[src/rtl/fir_mac_seq_if.sv]
// Streaming and configuration bundle for fir_mac_seq: coefficient write port,
// sample input handshake, result output handshake and status flags.
interface fir_mac_seq_if #(
    parameter int DATA_W   = 8,
    parameter int COEF_W   = 8,
    parameter int MAX_TAPS = 16
);
    localparam int ADDR_W = $clog2(MAX_TAPS);
    localparam int TAP_W  = $clog2(MAX_TAPS) + 1;
    localparam int OUT_W  = DATA_W + COEF_W + $clog2(MAX_TAPS);

    logic                     coef_wr_en;
    logic [ADDR_W-1:0]        coef_wr_addr;
    logic signed [COEF_W-1:0] coef_wr_data;
    logic [TAP_W-1:0]         num_taps;
    logic                     flush;
    logic                     in_valid;
    logic                     in_ready;
    logic signed [DATA_W-1:0] in_data;
    logic                     out_valid;
    logic                     out_ready;
    logic signed [OUT_W-1:0]  out_data;
    logic                     busy;
    logic                     cfg_err;

    modport slave (
        input  coef_wr_en, coef_wr_addr, coef_wr_data, num_taps, flush,
        input  in_valid, in_data, out_ready,
        output in_ready, out_valid, out_data, busy, cfg_err
    );

    modport master (
        output coef_wr_en, coef_wr_addr, coef_wr_data, num_taps, flush,
        output in_valid, in_data, out_ready,
        input  in_ready, out_valid, out_data, busy, cfg_err
    );
endinterface

[src/rtl/fir_mac_seq.sv]
// Time-multiplexed FIR: one signed MAC per clock over a runtime tap count, with a
// writable coefficient bank, circular sample history and valid/ready streaming I/O.
module fir_mac_seq #(
    parameter int DATA_W   = 8,
    parameter int COEF_W   = 8,
    parameter int MAX_TAPS = 16
) (
    input  logic           clk,
    input  logic           reset_n,
    fir_mac_seq_if.slave   bus
);
    localparam int ADDR_W = $clog2(MAX_TAPS);
    localparam int TAP_W  = $clog2(MAX_TAPS) + 1;
    localparam int PROD_W = DATA_W + COEF_W;
    localparam int OUT_W  = DATA_W + COEF_W + $clog2(MAX_TAPS);

    typedef enum logic [1:0] {
        ST_IDLE = 2'd0,
        ST_MAC  = 2'd1,
        ST_OUT  = 2'd2
    } state_t;

    state_t                   state_q, state_d;
    logic [ADDR_W-1:0]        wr_ptr_q, wr_ptr_d;
    logic [TAP_W-1:0]         fill_q, fill_d;
    logic [TAP_W-1:0]         taps_q, taps_d;
    logic [TAP_W-1:0]         k_q, k_d;
    logic signed [OUT_W-1:0]  acc_q, acc_d;
    logic signed [OUT_W-1:0]  out_data_q, out_data_d;
    logic                     cfg_err_q, cfg_err_d;
    logic signed [COEF_W-1:0] coef_rd_q, coef_rd_d;
    logic                     term_vld_q, term_vld_d;

    logic signed [COEF_W-1:0] coef_q [MAX_TAPS];
    logic signed [DATA_W-1:0] samp_mem [MAX_TAPS];
    logic signed [DATA_W-1:0] samp_rd_q;

    logic                     is_idle;
    logic                     hs;
    logic                     flush_eff;
    logic                     coef_we;
    logic                     taps_bad;
    logic                     issue;
    logic [ADDR_W-1:0]        wr_base;
    logic [TAP_W-1:0]         fill_base;
    logic [ADDR_W-1:0]        rd_idx;
    logic signed [PROD_W-1:0] prod;
    logic signed [OUT_W-1:0]  term;
    logic signed [OUT_W-1:0]  acc_sum;

    assign is_idle   = (state_q == ST_IDLE);
    assign hs        = is_idle && bus.in_valid;
    assign flush_eff = is_idle && bus.flush;
    assign coef_we   = is_idle && bus.coef_wr_en;
    assign taps_bad  = (bus.num_taps == '0) || (bus.num_taps > TAP_W'(MAX_TAPS));

    // A flush coincident with a handshake takes effect first, so the new sample lands at slot 0.
    assign wr_base   = flush_eff ? '0 : wr_ptr_q;
    assign fill_base = flush_eff ? '0 : fill_q;

    // Newest sample sits one slot behind wr_ptr; x[n-k] walks backwards around the ring.
    assign rd_idx  = wr_ptr_q - ADDR_W'(1) - k_q[ADDR_W-1:0];
    assign issue   = (state_q == ST_MAC) && (k_q < taps_q);

    assign prod    = PROD_W'(samp_rd_q) * PROD_W'(coef_rd_q);
    assign term    = term_vld_q ? OUT_W'(prod) : '0;
    assign acc_sum = acc_q + term;

    assign term_vld_d = issue && (k_q < fill_q);
    assign coef_rd_d  = coef_q[k_q[ADDR_W-1:0]];

    // Sample history: plain RAM with registered read, never reset (stale slots are masked by fill).
    always_ff @(posedge clk) begin
        if (hs) begin
            samp_mem[wr_base] <= bus.in_data;
        end
        samp_rd_q <= samp_mem[rd_idx];
    end

    always_ff @(posedge clk or negedge reset_n) begin
        if (!reset_n) begin
            for (int i = 0; i < MAX_TAPS; i++) begin
                coef_q[i] <= '0;
            end
        end else if (coef_we) begin
            coef_q[bus.coef_wr_addr] <= bus.coef_wr_data;
        end
    end

    always_ff @(posedge clk or negedge reset_n) begin
        if (!reset_n) begin
            state_q    <= ST_IDLE;
            wr_ptr_q   <= '0;
            fill_q     <= '0;
            taps_q     <= '0;
            k_q        <= '0;
            acc_q      <= '0;
            out_data_q <= '0;
            cfg_err_q  <= 1'b0;
            coef_rd_q  <= '0;
            term_vld_q <= 1'b0;
        end else begin
            state_q    <= state_d;
            wr_ptr_q   <= wr_ptr_d;
            fill_q     <= fill_d;
            taps_q     <= taps_d;
            k_q        <= k_d;
            acc_q      <= acc_d;
            out_data_q <= out_data_d;
            cfg_err_q  <= cfg_err_d;
            coef_rd_q  <= coef_rd_d;
            term_vld_q <= term_vld_d;
        end
    end

    // The read pipeline adds one cycle: k runs 0..T-1 issuing reads, k==T drains the last term.
    always_comb begin
        state_d    = state_q;
        wr_ptr_d   = wr_ptr_q;
        fill_d     = fill_q;
        taps_d     = taps_q;
        k_d        = k_q;
        acc_d      = acc_q;
        out_data_d = out_data_q;
        cfg_err_d  = 1'b0;
        case (state_q)
            ST_IDLE: begin
                wr_ptr_d = wr_base;
                fill_d   = fill_base;
                if (bus.in_valid) begin
                    wr_ptr_d  = wr_base + ADDR_W'(1);
                    fill_d    = (fill_base == TAP_W'(MAX_TAPS)) ? fill_base
                                                                : fill_base + TAP_W'(1);
                    taps_d    = taps_bad ? TAP_W'(MAX_TAPS) : bus.num_taps;
                    cfg_err_d = taps_bad;
                    acc_d     = '0;
                    k_d       = '0;
                    state_d   = ST_MAC;
                end
            end
            ST_MAC: begin
                acc_d = acc_sum;
                if (k_q < taps_q) begin
                    k_d = k_q + TAP_W'(1);
                end else begin
                    out_data_d = acc_sum;
                    state_d    = ST_OUT;
                end
            end
            ST_OUT: begin
                if (bus.out_ready) begin
                    state_d = ST_IDLE;
                end
            end
            default: begin
                state_d = ST_IDLE;
            end
        endcase
    end

    assign bus.in_ready  = is_idle;
    assign bus.busy      = !is_idle;
    assign bus.out_valid = (state_q == ST_OUT);
    assign bus.out_data  = out_data_q;
    assign bus.cfg_err   = cfg_err_q;
endmodule

[src/flat_wrapper.sv]
// flat-port wrapper written by rule: the top's interface ports become plain ports
module fir_mac_seq_flat 
#(
    parameter int DATA_W   = 8,
    parameter int COEF_W   = 8,
    parameter int MAX_TAPS = 16
)
  (clk, reset_n, bus_coef_wr_en, bus_coef_wr_addr, bus_coef_wr_data, bus_num_taps, bus_flush, bus_in_valid, bus_in_data, bus_out_ready, bus_in_ready, bus_out_valid, bus_out_data, bus_busy, bus_cfg_err);
  fir_mac_seq_if #(.DATA_W(DATA_W), .COEF_W(COEF_W), .MAX_TAPS(MAX_TAPS)) bus_i ();
  input  logic clk;
  input  logic reset_n;
  input wire logic [$bits(bus_i.coef_wr_en)-1:0] bus_coef_wr_en;
  input wire logic [$bits(bus_i.coef_wr_addr)-1:0] bus_coef_wr_addr;
  input wire logic [$bits(bus_i.coef_wr_data)-1:0] bus_coef_wr_data;
  input wire logic [$bits(bus_i.num_taps)-1:0] bus_num_taps;
  input wire logic [$bits(bus_i.flush)-1:0] bus_flush;
  input wire logic [$bits(bus_i.in_valid)-1:0] bus_in_valid;
  input wire logic [$bits(bus_i.in_data)-1:0] bus_in_data;
  input wire logic [$bits(bus_i.out_ready)-1:0] bus_out_ready;
  output wire logic [$bits(bus_i.in_ready)-1:0] bus_in_ready;
  output wire logic [$bits(bus_i.out_valid)-1:0] bus_out_valid;
  output wire logic [$bits(bus_i.out_data)-1:0] bus_out_data;
  output wire logic [$bits(bus_i.busy)-1:0] bus_busy;
  output wire logic [$bits(bus_i.cfg_err)-1:0] bus_cfg_err;
  assign bus_i.coef_wr_en = bus_coef_wr_en;
  assign bus_i.coef_wr_addr = bus_coef_wr_addr;
  assign bus_i.coef_wr_data = bus_coef_wr_data;
  assign bus_i.num_taps = bus_num_taps;
  assign bus_i.flush = bus_flush;
  assign bus_i.in_valid = bus_in_valid;
  assign bus_i.in_data = bus_in_data;
  assign bus_i.out_ready = bus_out_ready;
  assign bus_in_ready = bus_i.in_ready;
  assign bus_out_valid = bus_i.out_valid;
  assign bus_out_data = bus_i.out_data;
  assign bus_busy = bus_i.busy;
  assign bus_cfg_err = bus_i.cfg_err;
  fir_mac_seq #(.DATA_W(DATA_W), .COEF_W(COEF_W), .MAX_TAPS(MAX_TAPS)) u_core (.clk(clk), .reset_n(reset_n), .bus(bus_i));
endmodule
[config.mk]
export PLATFORM = sky130hd
export DESIGN_NAME = fir_mac_seq_flat
export DESIGN_NICKNAME = d
export VERILOG_FILES = /design/src/rtl/fir_mac_seq_if.sv /design/src/rtl/fir_mac_seq.sv /design/src/flat_wrapper.sv
export SDC_FILE = /design/constraint.sdc
export NUM_CORES = 1
export LEC_CHECK = 0
export CORE_AREA = 3 3 166 168
export DETAILED_ROUTE_END_ITERATION = 16
export DIE_AREA = 0 0 169 171
export PLACE_DENSITY = 0.94
export SLEW_MARGIN = 30
export SYNTH_ARGS = -nofsm -noshare
export SYNTH_HDL_FRONTEND = slang
export SYNTH_SLANG_ARGS = --single-unit
[constraint.sdc]
create_clock -name clk -period 10.9 [get_ports clk]
set_input_delay 1.635 -clock clk [delete_from_list [all_inputs] [get_ports clk]]
set_output_delay 1.635 -clock clk [all_outputs]
set_load 0.02 [all_outputs]
# Yosys cells after proc, flatten, opt, wreduce, memory -nomap -nowiden
# Memories as Yosys holds them, arrays and structs flattened. A register that Yosys moved wholly into a read port is not among the register bits.
# Index checks and enable logic that the tools add are counted.
[totals]
ff_bits = 199
latch_bits = 0
ramBits = 128
rom_bits = 0
inputBits = 31
out_inout_bits = 24
word_cells = 92
mem_count = 1
[memory_table]
columns = ["name", "depth", "word_bits", "read_ports", "rd_clocked_by_memory_dff", "wr", "line", "source"]
rows = [
  ["u_core.samp_mem", 16, 8, 1, 1, 1, "fir_mac_seq.sv:35", "logic signed [DATA_W-1:0] samp_mem [MAX_TAPS];"],
]
[op_classes]
n_addsub = 6
multipliers = 1
div = 0
magnitude_cmp = 6
eq_ne = 7
shifts = 0
muxes = 26
bitwise = 3
reduce_logical = 16
[op_table]
columns = ["operator", "n"]
rows = [
  ["bitwise mux 128 bit", 1],
  ["2-to-1 mux 20 bit", 2],
  ["one-hot mux 20 bit (2 select lines)", 1],
  ["binary-select mux 8 bit (select 4 bit)", 1],
  ["demux 8 bit (select 4 bit)", 1],
  ["2-to-1 mux 5 bit", 6],
  ["2-to-1 mux 8 bit", 3],
  ["adder 20 bit", 1],
  ["multiplier 8 x 8 -> 16 bit", 1],
  ["adder 5 x 1 -> 5 bit, second input constant", 2],
  [">= comparator 5 bit, second input constant", 2],
  ["less-than comparator 5 bit", 2],
  ["NOT 4 -> 5 bit", 2],
  ["one-hot mux 5 bit (2 select lines)", 1],
  ["2-to-1 mux 4 bit", 2],
  ["inequality test 2 bit, second input constant", 4],
  ["logical AND 1 bit", 6],
  ["2-to-1 mux 2 bit", 3],
  ["one-hot mux 2 bit (3 select lines)", 1],
  ["AND reduction 2 bit", 3],
  ["AND reduction 3 bit", 2],
  ["== test 5 bit, second input constant", 1],
  ["> comparator 5 bit, second input constant", 1],
  ["zero test 5 bit", 1],
  ["other kinds (12)", 15],
]

# Logic depth before layout (Yosys ltp)
[depth]
depth_word = 6
ltp_mapped = 27
ltp_nobuf = 27

# Worst setup path after synthesis
# OpenSTA, ideal clock, no wires.
[synth_timing]
path_type = "flip-flop to flip-flop"
startpoint = "reg u_core.coef_rd_q[4]"
endpoint = "reg u_core.acc_q[19]"
t_arrival_ps = 5824
path_slack_ps = 4952
stages_incl_launch_ff = 27
n_path_buf = 0
path_cell_list = "dfrtp_1 -> and2_1 -> fa_1 -> inv_1 -> fa_1 -> inv_1 -> fa_1 -> inv_1 -> fa_1 -> inv_1 -> ha_1 -> a21o_1 -> a21o_1 -> a21oi_1 -> o21ai_0 -> a31oi_1 -> xnor2_1 -> and2_1 -> ha_1 -> a21oi_1 -> o21ai_0 -> a31oi_1 -> o21ai_0 -> o41a_1 -> xor2_1 -> nand2_1 -> mux2i_1"
[synth_via]
elab_chain_len = 4
[synth_rtl]
columns = ["element", "line", "source"]
rows = [
  ["from (decl)", "fir_mac_seq.sv:31", "logic signed [COEF_W-1:0] coef_rd_q, coef_rd_d;"],
  ["from (signal assigned)", "fir_mac_seq.sv:111", "coef_rd_q <= coef_rd_d;"],
  ["multiplier 8 x 8 -> 16 bit", "fir_mac_seq.sv:65", "assign prod = PROD_W'(samp_rd_q) * PROD_W'(coef_rd_q);"],
  ["2-to-1 mux 20 bit", "fir_mac_seq.sv:66", "assign term = term_vld_q ? OUT_W'(prod) : '0;"],
  ["adder 20 bit", "fir_mac_seq.sv:67", "assign acc_sum = acc_q + term;"],
  ["one-hot mux 20 bit (2 select lines)", "fir_mac_seq.sv:126", "case (state_q)"],
  ["to (signal assigned)", "fir_mac_seq.sv:97", "acc_q <= '0;"],
  ["to (signal assigned)", "fir_mac_seq.sv:108", "acc_q <= acc_d;"],
  ["to (decl)", "fir_mac_seq.sv:28", "logic signed [OUT_W-1:0] acc_q, acc_d;"],
]
# No other way between the ends.
# A chain may end at the register's enable or synchronous reset.

# Worst setup path in the final report
[layout_timing]
startpoint = "reg u_core.coef_rd_q[4]"
endpoint = "reg u_core.out_data_q[19] (netlist: u_core.bus.out_data[19])"
[layout_via]
elab_chain_len = 3
[layout_rtl]
columns = ["element", "line", "source"]
rows = [
  ["multiplier 8 x 8 -> 16 bit", "fir_mac_seq.sv:65", ""],
  ["2-to-1 mux 20 bit", "fir_mac_seq.sv:66", ""],
  ["adder 20 bit", "fir_mac_seq.sv:67", ""],
  ["to (signal assigned)", "fir_mac_seq.sv:109", "out_data_q <= out_data_d;"],
  ["to (decl)", "fir_mac_seq.sv:29", "logic signed [OUT_W-1:0] out_data_q, out_data_d;"],
]
# No other way between the ends.

==> results.ini <==
[worst_setup_path]
max_stage_delay_ns=0.53
worstPathArrival_ns=7.02
endpoint_kind=flop
crit_slowest_cell=fa_1
r2r_slack_ns=4.26
critPathLaunchType=flop
crit_type=reg2reg
crit_buf_inv=4
cp_top_family=adder cells
crit_fanout=8
worst-endpoint-required_ns=11.29

[sta]
rsz0062_at_grt=false
setup_tns_ns=0
fin_worst_skew_ns=0.0266
fin_crit_ns=6.64
finalMaxSlewViolations=0
fmaxAchievable_mhz=151
final-hold-violation-count=0
worst_pin_slew_ns=0.927
setup_viol=0
period_share=0.609
slew_headroom=0.378

[floorplanning]
dieArea_um2=28900
num_rows=59
core_um2=26100
ios=55
die_w_um=169
die_height_um=171
start_util=0.668

[clock_network]
cts_tree=yes
root_buffer=clkbuf_16
cts_num_sinks=335
clk_latency_ns=0.54
ctsHtreeMaxLevel=2
post_cts_resized=0
post_cts_buffers=0
cts_buffer_depth=3
cts-hold-fix-buffers=0
clkTransAtPathRegs_ns=0.07
cts_made_buffers=35

[cells_and_area]
drive_gt1_frac=0.214
fillers=1474
n_antenna_cell=0
area_growth_pct=11.7
seq_area_um2=8980
final_nets=1497
multi_input_comb_area_um2=7850

[hold_path]
hp-class=reg2reg

[logic_synthesis]
ys_seq_elements=335
synth_compound_area_frac=0.0521
synth-xor-area-share=0.0211
yosys_warnings=0
syn_nets=1441
synthCells=1286
synth_top_area_cell=dfrtp_1
synth-simple-area-share=0.0770
syn_area_um2=17400
synth_mux_area_frac=0.185
synth_cell_types=52
synth_adder_area_share=0.114
synth_top_family_by_area=multiplexers
syn_avg_cell_area_um2=13.5
synth_area_leaders=dfrtp_1 (29%), edfxtp_1 (22%), mux4_2 (9.3%), mux2_2 (8.6%), fa_1 (6.6%)
seq_area_frac_synth=0.516
synth_top_area_frac=0.286

[routing]
routed_via_density=6.35
post-route-drc-count=0
num_vias=10800
firstDrtPassIters=5
routed_wl_um=38600
drtIter0Drc=885
ant_nets=0
wl_per_cell_um=22.7

[grt]
overflow=0
grt_pass1_wl_um=62300
grt_antenna_before_repair=1
grt_max_degree=74
grt_usage=0.276
grt_pass1_vias=11600

[outcome]
status=finished, final reports clean

[placed_design]
dpl.hpwl_um=25100
finalWeightedCongestion=0.848
port_buffers=54

[job]
maxCapViolations=0

through the flow:
stage               hold slack [ns]  cell area [µm²]  utilization  setup WS [ns]  instances
floorplan                     0.440            17400            -           4.95       1286
global placement              0.458            18300        0.701           4.66       1639
detailed placement            0.469            18300        0.702           4.38       1639
CTS                           0.482            19400        0.745           4.34       1701
global route                  0.508            19400        0.746           3.91       1702
finish                        0.473            19400        0.746           4.26       1702
worst paths after layout:
| check | cells after the start | to | start |
|---|---|---|---|
| min in group asynchronous | 1 | u_core.bus.out_data[11] | reset_n |
| max reg2reg | 26 | u_core.bus.out_data[19] | u_core.coef_rd_q[4] |
| min reg2reg | 2 | u_core.bus.out_data[7] | u_core.bus.out_data[7] |
| max in group asynchronous | 3 | u_core.coef_q[55] | reset_n |
| max | 26 | u_core.bus.out_data[19] | u_core.coef_rd_q[4] |
| min | 2 | u_core.bus.out_data[7] | u_core.bus.out_data[7] |
flip-flops by register name, indices dropped and copies added, names as in the netlist:
signal and cells:
u_core.taps_q 5, u_core.acc_q 20, u_core.samp_rd_q 8, u_core.bus.cfg_err 1, u_core.wr_ptr_q 4, u_core.samp_mem 128, u_core.coef_rd_q 8, u_core.fill_q 5
u_core.state_q 2, u_core.bus.out_data 20, u_core.k_q 5, u_core.coef_q 128, u_core.term_vld_q 1
synthesized netlist by cell type (all sizes together):
| master | number |
|---|---|
| nand3 | 28 |
| nand4 | 8 |
| a41oi | 2 |
| a211oi | 11 |
| ha | 67 |
| nand3b | 4 |
| clkbuf | 36 |
| xor2 | 20 |
| and4b | 1 |
| edfxtp | 128 |
| o21ai | 67 |
| or2 | 2 |
| nor3 | 12 |
| or3 | 1 |
| o211ai | 4 |
| o21bai | 2 |
| o21a | 2 |
| and3 | 3 |
| or4 | 2 |
| and3b | 1 |
| nand2b | 6 |
| nor2b | 23 |
| and2 | 58 |
| mux2i | 10 |
| a31oi | 4 |
| a21oi | 40 |
| nand2 | 73 |
| dfrtp | 199 |
| a21o | 14 |
| buf | 11 |
| mux2 | 133 |
| o41a | 1 |
| dfxtp | 8 |
| a2111oi | 2 |
| inv | 109 |
| o211a | 1 |
| nor2 | 39 |
| a31o | 1 |
| xnor2 | 22 |
| mux4 | 72 |
| o31ai | 2 |
| fa | 57 |
layout make-up:
cell class	count	share of cell area
clock buffers	53	0.0526
clock inverters	9	0.00579
inverters	109	0.0210
multi-input cells	795	0.404
flip-flops and latches	335	0.462
well taps	335	0.0216
repair buffers	66	0.0333
layout by cell type (no fill, tap or decap), types with 28 or more instances in the layout:
master,n
o21ai_0,66
clkbuf_16,35
a21oi_1,39
and2_1,57
fa_1,56
mux4_2,72
ha_1,66
inv_1,108
mux2_2,133
clkdlybuf4s50_1,53
nand2_1,72
dfrtp_1,198
edfxtp_1,128
nor2_1,33
nand3_1,28
cells by family (layout without fill, tap and decap cells):
family | count (synthesis) | in the layout
DFF | 335 | 335
and+or+nand+nor | 261 | 261
muxes | 215 | 215
xor gates and xnor gates | 42 | 42
buffers and inverters | 156 | 237
adders and majority gates | 124 | 124
AOI/OAI and AO/OA | 153 | 153
tightest hold or removal path, stage by stage (launching register included):
cell and delay, ns:
dfrtp_1 0.34, nand2_1 0.04, o21ai_0 0.06
routing by layer:
metal | wire length (µm) | share of wire | GRT usage
met5 | 13 | 0.00034 | 0
met3 | 2420 | 0.063 | 0.0441
met1 | 14800 | 0.38 | 0.357
met4 | 1570 | 0.041 | 0.114
met2 | 19800 | 0.51 | 0.474
Power is left out: the tool's default activity adds up to more than one toggle a clock period on the data nets, which glitch-free logic cannot reach.
